## config.mk

```make
export PLATFORM = sky130hd
export DESIGN_NAME = prog_freq_divider
export DESIGN_NICKNAME = d
export VERILOG_FILES = /design/src/rtl/prog_freq_divider.sv
export SDC_FILE = /design/constraint.sdc
export NUM_CORES = 1
export LEC_CHECK = 0
export ABC_AREA = 1
export CAP_MARGIN = 20
export CORE_MARGIN = 2
export CORE_UTILIZATION = 44
export DETAILED_ROUTE_END_ITERATION = 6
export PLACE_DENSITY = 0.72
export SYNTH_ARGS = -nofsm -noshare
export SYNTH_HDL_FRONTEND = slang
export SYNTH_SLANG_ARGS = --single-unit
export TNS_END_PERCENT = 5
```

## constraint.sdc

```tcl
create_clock -name clk_i -period 4.4 [get_ports clk_i]
set_input_delay 1.1 -clock clk_i [delete_from_list [all_inputs] [get_ports clk_i]]
set_output_delay 1.1 -clock clk_i [all_outputs]
set_load 0.01 [all_outputs]
```

## src/rtl/prog_freq_divider.sv

```systemverilog
// prog_freq_divider: run-time programmable synchronous clock divider.
// Divides clk_i by N (1..2^WIDTH-1). Divisor changes take effect only at a
// period boundary, or at a phase clear.
// Ports:
//   clk_i       system clock, rising edge
//   rstn_i      synchronous active-low reset
//   en_i        count enable; 0 holds count, level and divisor
//   clr_i       synchronous phase clear; applies any pending divisor
//   load_i      strobe capturing div_val_i as the pending divisor
//   div_val_i   requested divisor, 0 is treated as 1
//   q_o         divided level, high for floor(N/2) of every N cycles
//   tick_o      one-cycle pulse per completed period
//   phase_o     current count, 0..N-1
//   busy_pend_o a loaded divisor is waiting for the next boundary
module prog_freq_divider #(
  parameter int WIDTH       = 12,
  parameter int DEFAULT_DIV = 2048
) (
  input  logic             clk_i,
  input  logic             rstn_i,
  input  logic             en_i,
  input  logic             clr_i,
  input  logic             load_i,
  input  logic [WIDTH-1:0] div_val_i,
  output logic             q_o,
  output logic             tick_o,
  output logic [WIDTH-1:0] phase_o,
  output logic             busy_pend_o
);
  localparam logic [WIDTH-1:0] DEF = WIDTH'(DEFAULT_DIV);
  localparam logic [WIDTH-1:0] ONE = WIDTH'(1);
  logic [WIDTH-1:0] cnt_q, cnt_d, cur_q, cur_d, pend_q, pend_d, eff;
  logic             pv_q, pv_d, q_q, q_d, tick_q, tick_d, bnd, apply;
  always_comb begin
    eff    = (div_val_i == '0) ? ONE : div_val_i;
    bnd    = en_i && (cnt_q == cur_q - ONE);
    // a clear or a boundary is the only point where the divisor may change
    apply  = clr_i || bnd;
    pend_d = load_i ? eff : pend_q;
    pv_d   = apply ? 1'b0 : (load_i || pv_q);
    // a load coinciding with the change point wins over an older pending value
    cur_d  = !apply ? cur_q : load_i ? eff : pv_q ? pend_q : cur_q;
    cnt_d  = apply ? '0 : en_i ? cnt_q + ONE : cnt_q;
    tick_d = !clr_i && bnd;
    // level taken from the next count so q and phase change on the same edge
    q_d    = clr_i ? 1'b0 : en_i ? (cnt_d >= cur_d - (cur_d >> 1)) : q_q;
  end
  always_ff @(posedge clk_i) begin
    if (!rstn_i) begin
      cnt_q  <= '0;
      cur_q  <= DEF;
      pend_q <= DEF;
      pv_q   <= 1'b0;
      q_q    <= 1'b0;
      tick_q <= 1'b0;
    end else begin
      cnt_q  <= cnt_d;
      cur_q  <= cur_d;
      pend_q <= pend_d;
      pv_q   <= pv_d;
      q_q    <= q_d;
      tick_q <= tick_d;
    end
  end
  assign q_o         = q_q;
  assign tick_o      = tick_q;
  assign phase_o     = cnt_q;
  assign busy_pend_o = pv_q;
endmodule

```

After elaboration in Yosys (flattened, before gate mapping)
Cells that the tools add are included.
{"block": "word_totals", "ff_bits": 39, "in_bits": 17, "out_inout_bits": 15, "elab_cells": 26}
{"block": "op_classes", "addsub": 3, "magnitude_cmp": 1, "eq_ne": 1, "n_mux": 6, "bitwise_logic": 1, "n_reduce_logical": 8}
{"cell": "12-bit 2-to-1 mux", "n": 6}
{"cell": "12-bit by 1-bit adder with 12-bit output (second input constant)", "n": 1}
{"cell": "12-bit == test", "n": 1}
{"cell": "12-bit greater-or-equal comparator", "n": 1}
{"cell": "12-bit zero test", "n": 1}
{"cell": "12-bit by 1-bit subtractor with 12-bit output (second input constant)", "n": 1}
{"cell": "12-bit by 11-bit subtractor with 12-bit output", "n": 1}
{"cell": "2-bit OR reduction", "n": 2}
{"cell": "1-bit logical AND", "n": 2}
{"cell": "1-bit logical OR", "n": 2}
{"cell": "1-bit zero test", "n": 1}
{"cell": "1-bit NOT", "n": 1}

Logic depth before layout (Yosys ltp)
{"block": "logic_depth", "ltp_word": 7, "depth_mapped": 32, "depth_no_buf": 32}

Worst setup path before layout
No wires, ideal clock.
{"block": "synth_timing", "kind": "input port to flip-flop", "from": "in en_i", "to": "reg q_q, in the netlist q_o", "setup_time_ns": 0.116, "arrival_time_ns": 4.065, "t_required_ns": 4.284, "path_slack_ns": 0.220, "cell_stages": 26, "path_buffers": 0, "cell_sequence": "nand2_1 -> nand2_1 -> nand4_1 -> nor2_1 -> nand2_1 -> nor2_2 -> nand3_4 -> nand2_4 -> nand2_1 -> nand2_1 -> inv_1 -> ha_1 -> nand2_1 -> o21ai_0 -> nand2_1 -> o211a_1 -> nor2_1 -> nor2_1 -> xor2_1 -> ha_1 -> a21oi_1 -> nor2_1 -> a211oi_1 -> nand4_1 -> nand2_1 -> a21oi_1"}
{"block": "synth_via", "elab_chain_cells": 5, "word_cells_on_any_way": 7, "cone_classes": "1 x add/sub; 1 x order compare; 3 x mux; 2 x reduce/logical"}
{"element": "start, declared", "line": "21", "text": "input logic en_i,"}
{"element": "1-bit logical AND", "line": "36", "text": "bnd = en_i && (cnt_q == cur_q - ONE);"}
{"element": "1-bit logical OR", "line": "38", "text": "apply = clr_i || bnd;"}
{"element": "12-bit 2-to-1 mux", "line": "42", "text": "cur_d = !apply ? cur_q : load_i ? eff : pv_q ? pend_q : cur_q;"}
{"element": "named net cur_d[2]", "line": "32", "text": "logic [WIDTH-1:0] cnt_q, cnt_d, cur_q, cur_d, pend_q, pend_d, eff;"}
{"element": "12-bit by 11-bit subtractor with 12-bit output", "line": "46", "text": "q_d = clr_i ? 1'b0 : en_i ? (cnt_d >= cur_d - (cur_d >> 1)) : q_q;"}
{"element": "12-bit greater-or-equal comparator", "line": "46"}
{"element": "end signal, assigned", "line": "61", "text": "q_q <= q_d;"}
{"element": "end, declared", "line": "33", "text": "logic pv_q, pv_d, q_q, q_d, tick_q, tick_d, bnd, apply;"}
The timed path passes the listed nets, and every way through them passes these cells.
A chain may end at the register's enable or synchronous reset.

Worst setup path after layout
{"block": "layout_timing", "from": "in en_i", "to": "reg q_q, in the netlist q_o"}
{"block": "layout_via", "elab_chain_cells": 5, "word_cells_on_any_way": 7, "cone_classes": "1 x add/sub; 1 x order compare; 3 x mux; 2 x reduce/logical"}
{"element": "1-bit logical AND", "line": "36"}
{"element": "1-bit logical OR", "line": "38"}
{"element": "12-bit 2-to-1 mux", "line": "42"}
{"element": "12-bit by 11-bit subtractor with 12-bit output", "line": "46"}
{"element": "12-bit greater-or-equal comparator", "line": "46"}
Parallel ways exist; a longest one is shown, timed or not.

==> qor.txt <==
Register area share after synthesis: 25.0%
Tot GR Track Use: 24.0%
Syn_area_per_cell: 6.47 um2
Critical Path Start Type: input pin
Syn nets: 525
Fillers: 653
Final Core Density: 60.7%
DIE AREA: 7780 um2
Fin Clk Skew: 8.02 ps
Hold WC Path Type: flip-flop to flip-flop
Synth Warn #: 0
Setup crit end kind: flip-flop
Critical path's slowest cell: ha_1
Detailed Routing Iterations Pass 1: 7
Cell mode on critical path: nand2_1
Pin count of the biggest net entering global routing: 30
Layout area overhead: 32.8%
Finished Layout Cells: 657
Fin crit period: 4040 ps
Peak supply drop: 0.168 mV
CP Data Required Time: 4610 ps
F_max: 247 MHz
Failing checks: design-rule violations
Final setup viols: 0
H-tree depth: 2
Clock-pin slew on the worst setup and hold paths: 90 ps
Clk root buf: clkbuf_8
Final Max Slew Viols: 0
ANT nets after route: 0
Unique cell type count in the Yosys netlist: 37
Max cap viols: 0
Die Y: 88.2 um
WL/cell: 13.3 um
WS Path Type: input pin to flip-flop
Fin worst setup slack: 357 ps
Power Total: 1.20 mW
DRC Markers: 1
Initial core utilization: 45.7%
Standard-cell rows: 30
# IOs: 32
Setup TNS: 0 ps
Post-Place Setup Slack: -479 ps
Final GP Congestion: 0.941
Core area: 6830 um2
Fin area: 4140 um2
Worst-Skew Late Latency: 310 ps
Hold Slack: 457 ps
Number of global-route vias before repair: 3222
Via count: 3360
Status: complete, but fails checks
Tcrit/Tclk final: 91.9%
Dpl cell area: 3850 um2
Synthesized cell area: 3120 um2
Rel. slew slack: 73.8%
Final nets: 603
CP Max Fanout: 6
First-pass GRT wire length: 14600 um
CTS Buffer Depth: 2
Total grt overflow: 0
Crit-path max cell delay: 320 ps
Yosys reg bits: 39
IO buf count: 31
TritonCTS clock tree: done
Cells after DPL: 646
Tightest Pin Transition: 391 ps
Pwr/cell area: 291 nW/um2
DR vias/cell: 5.11
Number of antenna violations at the first check in global routing: 0
Sink Count: 39
Fraction of layout cells with a size suffix above 1: 20.9%
Arrival time at the worst endpoint: 4250 ps
Hold Violations, Final: 0
WL final: 8720 um
TritonCTS Buffers: 5
Antenna cell count: 0
Cell count after synthesis: 482
Iteration-0 DRC Markers: 204
HPWL after DPL: 6770 um
Leak: 2.04 nW
Chip Width: 88.2 um
## area by class of cell
class | count | area (um2) | share of cell area (%)
clock buffers | 6 | 82.6 | 1.99
clock inverters | 2 | 35.0 | 0.845
inverters | 66 | 248 | 5.98
multi-input cells | 365 | 2170 | 52.4
flip-flops and latches | 39 | 781 | 18.8
well taps | 96 | 120 | 2.90
repair buffers | 83 | 706 | 17.0
## metal layers
layer | global-route usage, % | part of all wire, % | up-vias
li1 | - | - | 1698
met1 | 31.8 | 46 | 1559
met2 | 39.8 | 47 | 84
met3 | 4.20 | 3.9 | 19
met4 | 7.44 | 2.6 | 0
met5 | 0 | 0 | -
## placed cells by master (no fill, tap or decap), types with 4 or more instances in the layout
cell             count
xor2_1              21
dfxtp_1             39
nand2_1            125
clkbuf_8             6
buf_4               50
ha_1                20
nor3_2               4
inv_2                4
nor2_1              39
o21ai_0             12
nand2_2             18
clkdlybuf4s50_1     29
inv_1               61
ha_4                 4
nand3_1             31
nand4_1              4
xnor2_1              6
nor2_2              12
a21oi_1             23
nor3_1              15
## synthesized netlist by cell type (all sizes together)
master / n / area [um2]
clkbuf: 6 / 22.5
a21o: 2 / 15.0
nand2b: 1 / 6.26
o21ai: 14 / 70.1
nand3: 32 / 173
o211a: 1 / 10.0
dfxtp: 39 / 781
a21boi: 4 / 30.0
nand3b: 2 / 15.0
xor2: 21 / 184
o2111ai: 1 / 8.76
a21oi: 26 / 130
inv: 65 / 244
buf: 6 / 43.8
nor4: 4 / 25.0
a22oi: 1 / 7.51
a211oi: 1 / 7.51
clkinv: 1 / 3.75
ha: 25 / 313
a221oi: 1 / 8.76
nand4: 4 / 25.0
fa: 1 / 20.0
xnor2: 6 / 52.6
o31ai: 2 / 15.0
nand2: 144 / 578
nor2: 52 / 220
or2: 1 / 6.26
nor3: 19 / 105
## path summary, 6_finish.rpt
| path | to | startpoint | slack (ps) | cells after the start |
|---|---|---|---|---|
| max | q_o$_SDFFE_PP0P_ | en_i | 360 | 27 |
| min | pend_q[11]$_SDFFE_PN1P_ | pend_q[11]$_SDFFE_PN1P_ | 460 | 2 |
| max reg2reg | q_o$_SDFFE_PP0P_ | cur_q[0]$_SDFF_PN0_ | 380 | 30 |
| min reg2reg | pend_q[11]$_SDFFE_PN1P_ | pend_q[11]$_SDFFE_PN1P_ | 460 | 2 |
## power by group
group	internal [mW]	switching (mW)
Clock	0.184	0.142
Combinational	0.226	0.270
Sequential	0.368	0.0143
## what timing repair did
| action | CTS | global route |
|---|---|---|
| pin swaps | 9 | 12 |
| setup endpoints to repair | 1 | 1 |
| setup buffers | 2 | 1 |
| hold buffers | 0 | 0 |
| gates resized for setup | 17 | 22 |
## state kept, by name, summed over array words and instances (netlist names)
register	flops
busy_pend_o	1
cur_q	12
pend_q	12
tick_o	1
phase_o	12
q_o	1
## worst max-delay path, delay by kind of cell
family                   cells  cell delay, ps
buffers and inverters        3             400
adder cells (fa/ha/maj)      2             600
XOR/XNOR                     1             140
AND/OR/NAND/NOR             16            1390
AO/OA/AOI/OAI                5             630
## cell families (layout without fill, tap and decap cells)
kind of cell | after synthesis | in the layout | share of synthesized area, %
AO/OA/AOI/OAI | 53 | 53 | 9.70
adder cells (fa/ha/maj) | 26 | 26 | 10.7
flip-flops | 39 | 39 | 25.0
AND/OR/NAND/NOR | 259 | 259 | 37.0
buffers and inverters | 78 | 157 | 10.1
XOR/XNOR | 27 | 27 | 7.58
Note: power is estimated with default switching activity, not from simulation.
